===== config.mk =====
export PLATFORM = sky130hd
export DESIGN_NAME = r3_triplet_gather
export DESIGN_NICKNAME = d
export VERILOG_FILES = /design/src/rtl/r3_pkg.sv /design/src/rtl/r3_bank.sv /design/src/rtl/r3_triplet_gather.sv
export SDC_FILE = /design/constraint.sdc
export NUM_CORES = 1
export LEC_CHECK = 0
export CAP_MARGIN = 10
export CORE_ASPECT_RATIO = 0.9
export CORE_MARGIN = 10
export CORE_UTILIZATION = 35
export DETAILED_ROUTE_END_ITERATION = 12
export GPL_TIMING_DRIVEN = 0
export PLACE_DENSITY = 0.55
export SLEW_MARGIN = 20
export SYNTH_ARGS = -nofsm -noshare
export SYNTH_HDL_FRONTEND = slang
export SYNTH_HIERARCHICAL = 1
export SYNTH_SLANG_ARGS = --single-unit
export TNS_END_PERCENT = 20

===== constraint.sdc =====
create_clock -name clk -period 27.1 [get_ports clk]
set_input_delay 4.065 -clock clk [delete_from_list [all_inputs] [get_ports clk]]
set_output_delay 4.065 -clock clk [all_outputs]
set_load 0.1 [all_outputs]

===== src/rtl/r3_pkg.sv =====
// Shared types and sizes for the radix-3^2 triplet gather block.
// One complex sample is a packed {re, img} pair of DW-bit two's complement values.
package r3_pkg;
  localparam int DW    = 32;
  localparam int N     = 9;
  localparam int NBANK = 2;
  localparam int AW    = 4;

  typedef logic [1:0] tri_idx_t;

  typedef struct packed {
    logic [DW-1:0] re;
    logic [DW-1:0] img;
  } cplx_t;

  function automatic logic is_last_addr(input logic [AW-1:0] addr);
    return addr == AW'(N - 1);
  endfunction
endpackage


===== src/rtl/r3_bank.sv =====
// Nine-entry complex register file: one synchronous write port and three
// combinational read ports returning x[k], x[k+3] and x[k+6].
module r3_bank
  import r3_pkg::*;
(
  input  logic          clk,
  input  logic          we,
  input  logic [AW-1:0] waddr,
  input  cplx_t         wdata,
  input  tri_idx_t      rd_k,
  output cplx_t         rd_a,
  output cplx_t         rd_b,
  output cplx_t         rd_c
);
  cplx_t         mem_reg [N];
  logic [AW-1:0] idx_a;
  logic [AW-1:0] idx_b;
  logic [AW-1:0] idx_c;

  // Contents are never reset: a frame is only read after all nine entries are rewritten.
  generate
    for (genvar gi = 0; gi < N; gi++) begin : g_entry
      always_ff @(posedge clk) begin
        if (we && waddr == AW'(gi)) begin
          mem_reg[gi] <= wdata;
        end
      end
    end
  endgenerate

  assign idx_a = {2'b00, rd_k};
  assign idx_b = idx_a + AW'(3);
  assign idx_c = idx_a + AW'(6);

  assign rd_a = mem_reg[idx_a];
  assign rd_b = mem_reg[idx_b];
  assign rd_c = mem_reg[idx_c];
endmodule


===== src/rtl/r3_triplet_gather.sv =====
// Ping-pong frame buffer: collects nine serial complex samples per bank and
// replays each full bank as three butterfly triplets (x[k], x[k+3], x[k+6]).
module r3_triplet_gather
  import r3_pkg::*;
#(
  parameter int DW = 32,
  parameter int N  = 9
) (
  input  logic          clk,
  input  logic          rst,
  input  logic          in_valid,
  input  logic [DW-1:0] in_re,
  input  logic [DW-1:0] in_img,
  output logic          in_ready,
  output logic [DW-1:0] a_re,
  output logic [DW-1:0] b_re,
  output logic [DW-1:0] c_re,
  output logic [DW-1:0] a_img,
  output logic [DW-1:0] b_img,
  output logic [DW-1:0] c_img,
  output logic          out_valid,
  input  logic          out_ready,
  output logic [1:0]    out_k,
  output logic          out_last
);
  logic [NBANK-1:0] full_reg;
  logic [NBANK-1:0] full_next;
  logic             wr_bank_reg;
  logic [AW-1:0]    wr_cnt_reg;
  logic             rd_bank_reg;
  tri_idx_t         rd_k_reg;
  logic             out_valid_reg;
  tri_idx_t         out_k_reg;
  logic             out_last_reg;
  cplx_t            a_reg;
  cplx_t            b_reg;
  cplx_t            c_reg;

  logic             accept;
  logic             load;
  logic             wr_done;
  logic             rd_done;
  cplx_t            wdata;
  cplx_t            rd_a [NBANK];
  cplx_t            rd_b [NBANK];
  cplx_t            rd_c [NBANK];

  assign in_ready = !rst && !full_reg[wr_bank_reg];
  assign accept   = in_valid && in_ready;
  assign load     = (!out_valid_reg || out_ready) && full_reg[rd_bank_reg];
  assign wr_done  = accept && is_last_addr(wr_cnt_reg);
  assign rd_done  = load && (rd_k_reg == 2'd2);
  assign wdata    = '{re: in_re, img: in_img};

  // Set and clear can never hit the same bank on one edge: the writer only
  // targets an empty bank while the reader only drains a full one.
  generate
    for (genvar gi = 0; gi < NBANK; gi++) begin : g_bank
      r3_bank u_bank (
        .clk   (clk),
        .we    (accept && (wr_bank_reg == 1'(gi))),
        .waddr (wr_cnt_reg),
        .wdata (wdata),
        .rd_k  (rd_k_reg),
        .rd_a  (rd_a[gi]),
        .rd_b  (rd_b[gi]),
        .rd_c  (rd_c[gi])
      );

      assign full_next[gi] = (full_reg[gi] || (wr_done && wr_bank_reg == 1'(gi)))
                             && !(rd_done && rd_bank_reg == 1'(gi));
    end
  endgenerate

  always_ff @(posedge clk) begin
    if (rst) begin
      full_reg      <= '0;
      wr_bank_reg   <= 1'b0;
      wr_cnt_reg    <= '0;
      rd_bank_reg   <= 1'b0;
      rd_k_reg      <= '0;
      out_valid_reg <= 1'b0;
      out_k_reg     <= '0;
      out_last_reg  <= 1'b0;
      a_reg         <= '0;
      b_reg         <= '0;
      c_reg         <= '0;
    end else begin
      full_reg <= full_next;

      if (accept) begin
        if (wr_done) begin
          wr_cnt_reg  <= '0;
          wr_bank_reg <= ~wr_bank_reg;
        end else begin
          wr_cnt_reg <= wr_cnt_reg + AW'(1);
        end
      end

      if (load) begin
        a_reg         <= rd_a[rd_bank_reg];
        b_reg         <= rd_b[rd_bank_reg];
        c_reg         <= rd_c[rd_bank_reg];
        out_k_reg     <= rd_k_reg;
        out_last_reg  <= rd_done;
        out_valid_reg <= 1'b1;
        if (rd_done) begin
          rd_k_reg    <= '0;
          rd_bank_reg <= ~rd_bank_reg;
        end else begin
          rd_k_reg <= rd_k_reg + 2'd1;
        end
      end else if (out_ready) begin
        out_valid_reg <= 1'b0;
      end
    end
  end

  assign a_re      = a_reg.re;
  assign b_re      = b_reg.re;
  assign c_re      = c_reg.re;
  assign a_img     = a_reg.img;
  assign b_img     = b_reg.img;
  assign c_img     = c_reg.img;
  assign out_valid = out_valid_reg;
  assign out_k     = out_k_reg;
  assign out_last  = out_last_reg;
endmodule


== Word level (Yosys, flattened, before mapping) ==
Memories as Yosys holds them, arrays and structs flattened. A register that Yosys moved wholly into a read port is not among the register bits.
Index checks and enable logic that the tools add are counted.

* $add $sub $neg: 4
* Multiply operators: 0
* Div/mod/pow operators: 0
* $lt $le $gt $ge: 3
* Eq/ne operators: 9
* Shifts and indexed selects: 0
* Mux-type cells: 105
* Bitwise gates (word level): 3
* Reductions and logical operators: 59

{| class="wikitable"
|+ Operators by type and width
! operator !! number
|-
| $mux W64 || 25
|-
| $reduce_or A64 Y1 || 16
|-
| $mux W4 || 21
|-
| $mux W1 || 58
|-
| $logic_and A1 B1 Y1 || 31
|-
| $eq A4 B3 Y1 const B || 4
|-
| $eq A4 B2 Y1 const B || 2
|-
| $logic_not A1 Y1 || 5
|-
| $add A2 B3 Y4 const B || 1
|-
| $add A4 B1 Y4 const B || 1
|-
| $eq A4 B1 Y1 const B || 1
|-
| $eq A4 B4 Y1 const B || 1
|-
| $logic_not A4 Y1 || 1
|-
| $lt A1 B2 Y1 const B || 2
|-
| $reduce_and A2 Y1 || 2
|-
| $add A2 B2 Y3 const B || 1
|-
| $logic_or A1 B1 Y1 || 3
|-
| $add A2 B1 Y2 const B || 1
|-
| $eq A2 B2 Y1 const B || 1
|-
| $ge A2 B2 Y1 const B || 1
|-
| $mux W2 || 1
|-
| $not A1 Y1 || 2
|-
| $not A1 Y2 || 1
|-
| $reduce_bool A2 Y1 || 1
|}

* Register bits after elaboration: 206
* Latch bits: 0
* Memory bits (writable): 1,152
* Memory bits (read-only): 0
* Input port bits: 68
* Output and inout bits: 197
* Logic and storage cells: 199
* Memories: 2

{| class="wikitable"
|+ Memories
! memory !! depth !! width !! read ports !! clocked after memory_dff !! wr ports !! line !! text
|-
| g_bank[0].u_bank.mem_reg || 9 || 64 || 3 || 1 || 1 || r3_bank.sv:15 || <nowiki>cplx_t mem_reg [N];</nowiki>
|-
| g_bank[1].u_bank.mem_reg || 9 || 64 || 3 || 1 || 1 || r3_bank.sv:15 ||
|}

== Logic depth before layout (Yosys ltp) ==
* Depth in word-level cells: 18
* Gate-level depth with buffers: 13
* Depth with buffers taken out: 6

== By module ==
Netlist, hierarchy kept.

{| class="wikitable"
|+ By module, submodules not included
! module !! times used !! cells an instance !! area each (um^2) !! sequential area each (um^2)
|-
| r3_bank (g_bank[1].u_bank) || 1 || 1,113 || 24,055.6 || 17,296.6
|-
| r3_bank (g_bank[0].u_bank) || 1 || 1,113 || 24,048.1 || 17,296.6
|-
| r3_triplet_gather || 1 || 956 || 10,568.9 || 4,124.0
|}

== Worst setup path after synthesis ==
OpenSTA, ideal clock, no wires.

* Path type: in2reg
* Start: input port rst
* End: memory g_bank[0].u_bank/mem_reg[8][0] (netlist bit), enable pin
* Library setup time: 0.644 ns
* Data arrival time: 10.859 ns
* Required time: 26.456 ns
* Path slack: 15.597 ns
* Stages: 6
* Buffers on the path: 2
* Cells stage by stage: buf_2 nand2b_1 clkbuf_1 nor3_1 nand2_1 nor4_1

* Longest elaborated chain between the ends: 16
* Elaborated cells between the ends (all ways): 55
* Classes of those cells: mux (34); reduce/logical (21)

{| class="wikitable"
|+ Ends and longest elaborated chain
! element !! line !! text
|-
| from (decl) || r3_triplet_gather.sv:10 || <nowiki>input logic rst,</nowiki>
|-
| $logic_not A1 Y1 (*) || r3_triplet_gather.sv:48 || <nowiki>assign in_ready = !rst && !full_reg[wr_bank_reg];</nowiki>
|-
| $logic_and A1 B1 Y1 (*) || r3_triplet_gather.sv:48 ||
|-
| $logic_and A1 B1 Y1 (*) || r3_triplet_gather.sv:49 || <nowiki>assign accept = in_valid && in_ready;</nowiki>
|-
| $logic_and A1 B1 Y1 (*) || r3_triplet_gather.sv:61 || <nowiki>.we (accept && (wr_bank_reg == 1'(gi))),</nowiki>
|-
| $logic_and A1 B1 Y1 || r3_bank.sv:24 || <nowiki>if (we && waddr == AW'(gi)) begin</nowiki>
|-
| $mux W1 || r3_bank.sv:24 ||
|-
| $mux W1 (implied by the code) || r3_bank.sv:25 || <nowiki>mem_reg[gi] <= wdata;</nowiki>
|-
| $reduce_or A64 Y1 (no line) || -- ||
|-
| $mux W4 (no line) / $mux W1 (equally long branches) (8 in a row) || -- ||
|-
| to (decl) || r3_bank.sv:15 ||
|}

Mark *: on every way between the ends. The rest lies on a longest branch, timed or not.

== Worst setup path after layout ==
* Start: input port rst
* End: output port in_ready

* Longest elaborated chain between the ends: 2

{| class="wikitable"
|+ Ends and longest elaborated chain
! element !! line !! text
|-
| $logic_not A1 Y1 || r3_triplet_gather.sv:48 ||
|-
| $logic_and A1 B1 Y1 || r3_triplet_gather.sv:48 ||
|-
| to (decl) || r3_triplet_gather.sv:14 || <nowiki>output logic in_ready,</nowiki>
|}

No other way between the ends.

==> impl_summary.txt <==
----------------------------------------------------
[Critical path]
  Biggest cell delay along the critical path ... between 1000 and 1500 ps
  CP Data Required Time ... 23030 ps
  R2R Path End ... b_img[25]$_SDFFE_PP0P_
  Top fanout value on the critical path ... 10
  Reg2reg start ... rd_k_reg[1]$_SDFFE_PP0P_
  Path type of the worst setup path ... in -> out
  Series of cell instances along the critical path ... buf_2 -> clkbuf_2 -> buf_1 -> nor2_1 -> clkdlybuf4s50_1
  Number of cells traversed by the worst register-to-register path ... 9
  Internal reg-to-reg setup slack ... roughly 22000 ps
  Arrival time worst endpoint ... between 6000 and 7000 ps
  Standard cell with the maximum stage delay on the critical path ... sky130_fd_sc_hd__clkdlybuf4s50_1
  Kind of start point of the critical path ... input port
  Endpoint kind of the worst setup timing path ... output port

[Timing]
  Post-route minimum period ... 11000 ps
  Post-layout worst setup margin ... 16100 ps
  Actual slew at the worst max-slew pin ... approximately 1200 ps
  Count of final max-slew check failures ... 0
  Post-route clock period utilization ... 40.6%
  Fin. Hold Viols ... 0
  Total negative setup slack ... 0 ps
  Clk_skew ... approximately 23 ps
  Final setup vio count ... 0
  Worst slew slack as a fraction of its limit ... 19.8%
  Unrepaired setup endpoints after global routing ... no
  Peak Freq ... between 90 and 100 MHz

[Power]
  Total power density per cell area ... between 60 and 70 nW/um2
  Total power ... approximately 0.0044 W
  Leakage power ... 21.3 nW
  Worst IR Drop VDD ... ~0.046 mV

[Logic synthesis]
  Post-Synthesis Net Count ... 3255
  Fraction of the mapped netlist area in simple logic gates ... under 10%
  Average cell area after synthesis ... 18.4 um2
  Post-synthesis xor/xnor area fraction ... 0%
  Adder and majority cell fraction of the synthesized area ... less than 1%
  Netlist area before placement ... roughly 59000 um2
  Mux cell area share after synthesis ... 22.8%
  Count of unique library cells instantiated by Yosys ... 41
  Most instantiated flip-flop cell in the synthesis netlist ... sky130_fd_sc_hd__edfxtp_1
  Share of the synthesized area in compound gates (AO/OA/AOI/OAI) ... 7.11%
  Ys Warns ... 6
  Synthesis-stage register bit count ... between 1000 and 1500
  Portion of the post-synthesis area used by sequential elements ... about 66%
  Fraction of synthesis flops using an asynchronous set or reset pin ... 0%
  Main combinational cell family by area after synthesis ... multiplexers
  Post-Synthesis Cells ... 3182
  Count of flip-flops with a built-in enable after synthesis ... 1152

[Route]
  Starting DRT DRC Count ... ~3000
  Count of nets left with antenna violations after detail routing ... 0
  Routed wire per std cell ... between 30 and 40 um
  Vias ... about 34000
  Final routed wirelength across all metal layers ... just under 200000 um
  Post-detailed-route via-to-cell ratio ... about 5.5
  Count of TritonRoute iterations in the first routing pass ... 5
  Count of unresolved DRC violations after routing ... 0

[Global routing]
  Initial antenna violation count ... 14
  GRT overflow ... 0
  Wire length of the first global-routing pass ... ~270000 um
  Largest net degree at the start of global routing ... 19
  Via count of the first global-routing pass ... between 30000 and 40000
  Total routing resource utilization after global routing ... 20.7%

[Layout]
  Share of layout cells above drive strength 1 ... between 30% and 40%
  Largest register FFs ... about 1200
  Fill cell total of the finished layout ... 14700
  Area growth from synthesis to final layout ... 21.0%
  Final #Nets ... 3794

[Placed design]
  Placed wire-length estimate ... 139000 um
  RD Place Congestion ... ~0.79
  Worst setup timing slack at the placement stage ... approximately 16000 ps
  Quantity of I/O buffers inserted on ports ... 263

[Hold path]
  Worst min path class ... reg -> reg
  Critical hold path startpoint ... b_img[31]$_SDFFE_PP0P_
  Number of cells traversed by the worst hold path ... 2
  End point of the worst hold path ... b_img[31]$_SDFFE_PP0P_

[Die]
  Std cell rows ... approximately 140
  Die boundary height ... 408 um
  Die Area ... between 150000 and 200000 um2
  Overall die width ... 452 um
  Core region area ... approximately 170000 um2
  Num ports ... 265
  Initial cell density of the core ... 35.2%

[Status]
  Run status ... completed

[CTS]
  Clock tree from TritonCTS ... done
  Number of buffers created by CTS ... 148
  Maximum clock path buffer count ... 3
  CTS Hold Buffers Added ... 0
  Clock transition at the register clock pins on the worst setup and hold paths after CTS ... 50 ps
  Buffer cell driving the clock tree root ... sky130_fd_sc_hd__clkbuf_16
  Clock sink count ... 1358
  Clock latency on the worst-skew pair ... around 800 ps
  Total setup buffers inserted after CTS ... 0
  Number of gates given a new drive strength after cts ... 0
  Max H-tree Level ... 4

[Job]
  Maximum capacitance violations ... 0

----------------------------------------------------
through the flow:
| stage | instances | hold WS, ps | area [um2] | util, % |
|---|---|---|---|---|
| 2_1_floorplan | 3182 | 480 | 58700 | - |
| 3_3_place_gp | 5677 | 510 | 64100 | 38.5 |
| 3_5_place_dp | 5803 | 516 | 66000 | 39.6 |
| 4_1_cts | 6078 | 526 | 71000 | 42.7 |
| 5_1_grt | 6082 | 554 | 71000 | 42.7 |
| 6_report | 6083 | 526 | 71000 | 42.7 |
power by group:
part	switching (W)	leakage [nW]	internal [W]	total [W]
clock network	0.000846	2.46	0.00124	0.00209
logic	0.0000537	6.83	0.0000208	0.0000744
registers	0.00000385	12.0	0.00227	0.00228
total	0.000904	21.3	0.00354	0.00444
layout by cell type, fill, tap and decap left out, types with 10 or more instances in the layout:
master / n
sky130_fd_sc_hd__clkinv_2: 22
sky130_fd_sc_hd__nand2_1: 133
sky130_fd_sc_hd__buf_2: 93
sky130_fd_sc_hd__buf_6: 55
sky130_fd_sc_hd__buf_1: 12
sky130_fd_sc_hd__a21oi_1: 180
sky130_fd_sc_hd__dfxtp_1: 206
sky130_fd_sc_hd__mux2i_1: 321
sky130_fd_sc_hd__a211oi_1: 13
sky130_fd_sc_hd__a211oi_2: 180
sky130_fd_sc_hd__edfxtp_1: 1152
sky130_fd_sc_hd__clkbuf_8: 16
sky130_fd_sc_hd__clkbuf_1: 121
sky130_fd_sc_hd__nor2_4: 12
sky130_fd_sc_hd__mux2_2: 128
sky130_fd_sc_hd__clkbuf_16: 156
sky130_fd_sc_hd__buf_12: 26
sky130_fd_sc_hd__buf_4: 81
sky130_fd_sc_hd__inv_1: 10
sky130_fd_sc_hd__clkdlybuf4s50_1: 259
sky130_fd_sc_hd__mux4_2: 384
sky130_fd_sc_hd__buf_16: 26
sky130_fd_sc_hd__o21ai_1: 61
sky130_fd_sc_hd__bufinv_16: 15
sky130_fd_sc_hd__clkinv_1: 12
sky130_fd_sc_hd__a21oi_2: 20
sky130_fd_sc_hd__o21ai_0: 76
logic make-up (layout without fill, tap and decap cells):
kind of cell | Yosys count | after routing
flip-flops | 1358 | 1358
multiplexers | 836 | 836
AO/OA/AOI/OAI | 537 | 537
buffers and inverters | 263 | 927
AND/OR/NAND/NOR | 183 | 183
adder cells (fa/ha/maj) | 5 | 5
other | 0 | 5
critical path, delay by kind of cell:
| family | cells | cell delay (ps) |
|---|---|---|
| buffers and inverters | 4 | 2380 |
| AND/OR/NAND/NOR | 1 | 470 |
per-layer routing:
metal	vias to the layer above	routed length (um)	part of all wire [%]	GRT usage (%)
met5	-	78	0.040	0
li1	14200	-	-	-
met4	12	8050	4.1	8.32
met2	1267	95500	49	34.4
met1	17900	78500	40	26.2
met3	303	12900	6.6	4.43
cell type report:
type	instances	area, um2	share of cell area [%]
Tap cell	2232	2790	3.93
Sequential cell	1358	38700	54.5
Antenna cell	5	12.5	0.0176
Clock buffer	211	4270	6.01
Multi-Input combinational cell	1561	18500	26.0
Inverter	10	37.5	0.0529
Timing Repair Buffer	389	4390	6.17
Clock inverter	64	756	1.06
Buffer	253	1560	2.20
how the worst max path moves through the flow:
stage	endpoint	cells past startpoint	slack, ps	start
floorplan	g_bank[0].u_bank/mem_reg[8][0]$_DFFE_PP_	6	15600	rst
global placement	g_bank[1].u_bank/mem_reg[8][27]$_DFFE_PP_	6	7050	in_valid
detailed placement	in_ready	5	16060	rst
CTS	in_ready	5	16060	rst
global route	in_ready	5	16060	rst
finish	in_ready	5	16100	rst
synth_stat cells, types with 20 or more instances:
cell,n,area (um2)
sky130_fd_sc_hd__mux2_2,128,1440
sky130_fd_sc_hd__o21ai_0,76,380
sky130_fd_sc_hd__o21ai_1,61,305
sky130_fd_sc_hd__clkbuf_1,87,327
sky130_fd_sc_hd__mux4_2,384,8650
sky130_fd_sc_hd__buf_6,42,473
sky130_fd_sc_hd__a21oi_1,180,901
sky130_fd_sc_hd__buf_2,65,325
sky130_fd_sc_hd__dfxtp_1,206,4120
sky130_fd_sc_hd__a21oi_2,20,175
sky130_fd_sc_hd__mux2i_1,321,3210
sky130_fd_sc_hd__nand2_1,133,499
sky130_fd_sc_hd__buf_4,41,308
sky130_fd_sc_hd__a211oi_2,180,2250
sky130_fd_sc_hd__edfxtp_1,1152,34600
No activity file was read; power rests on OpenSTA's default activity.
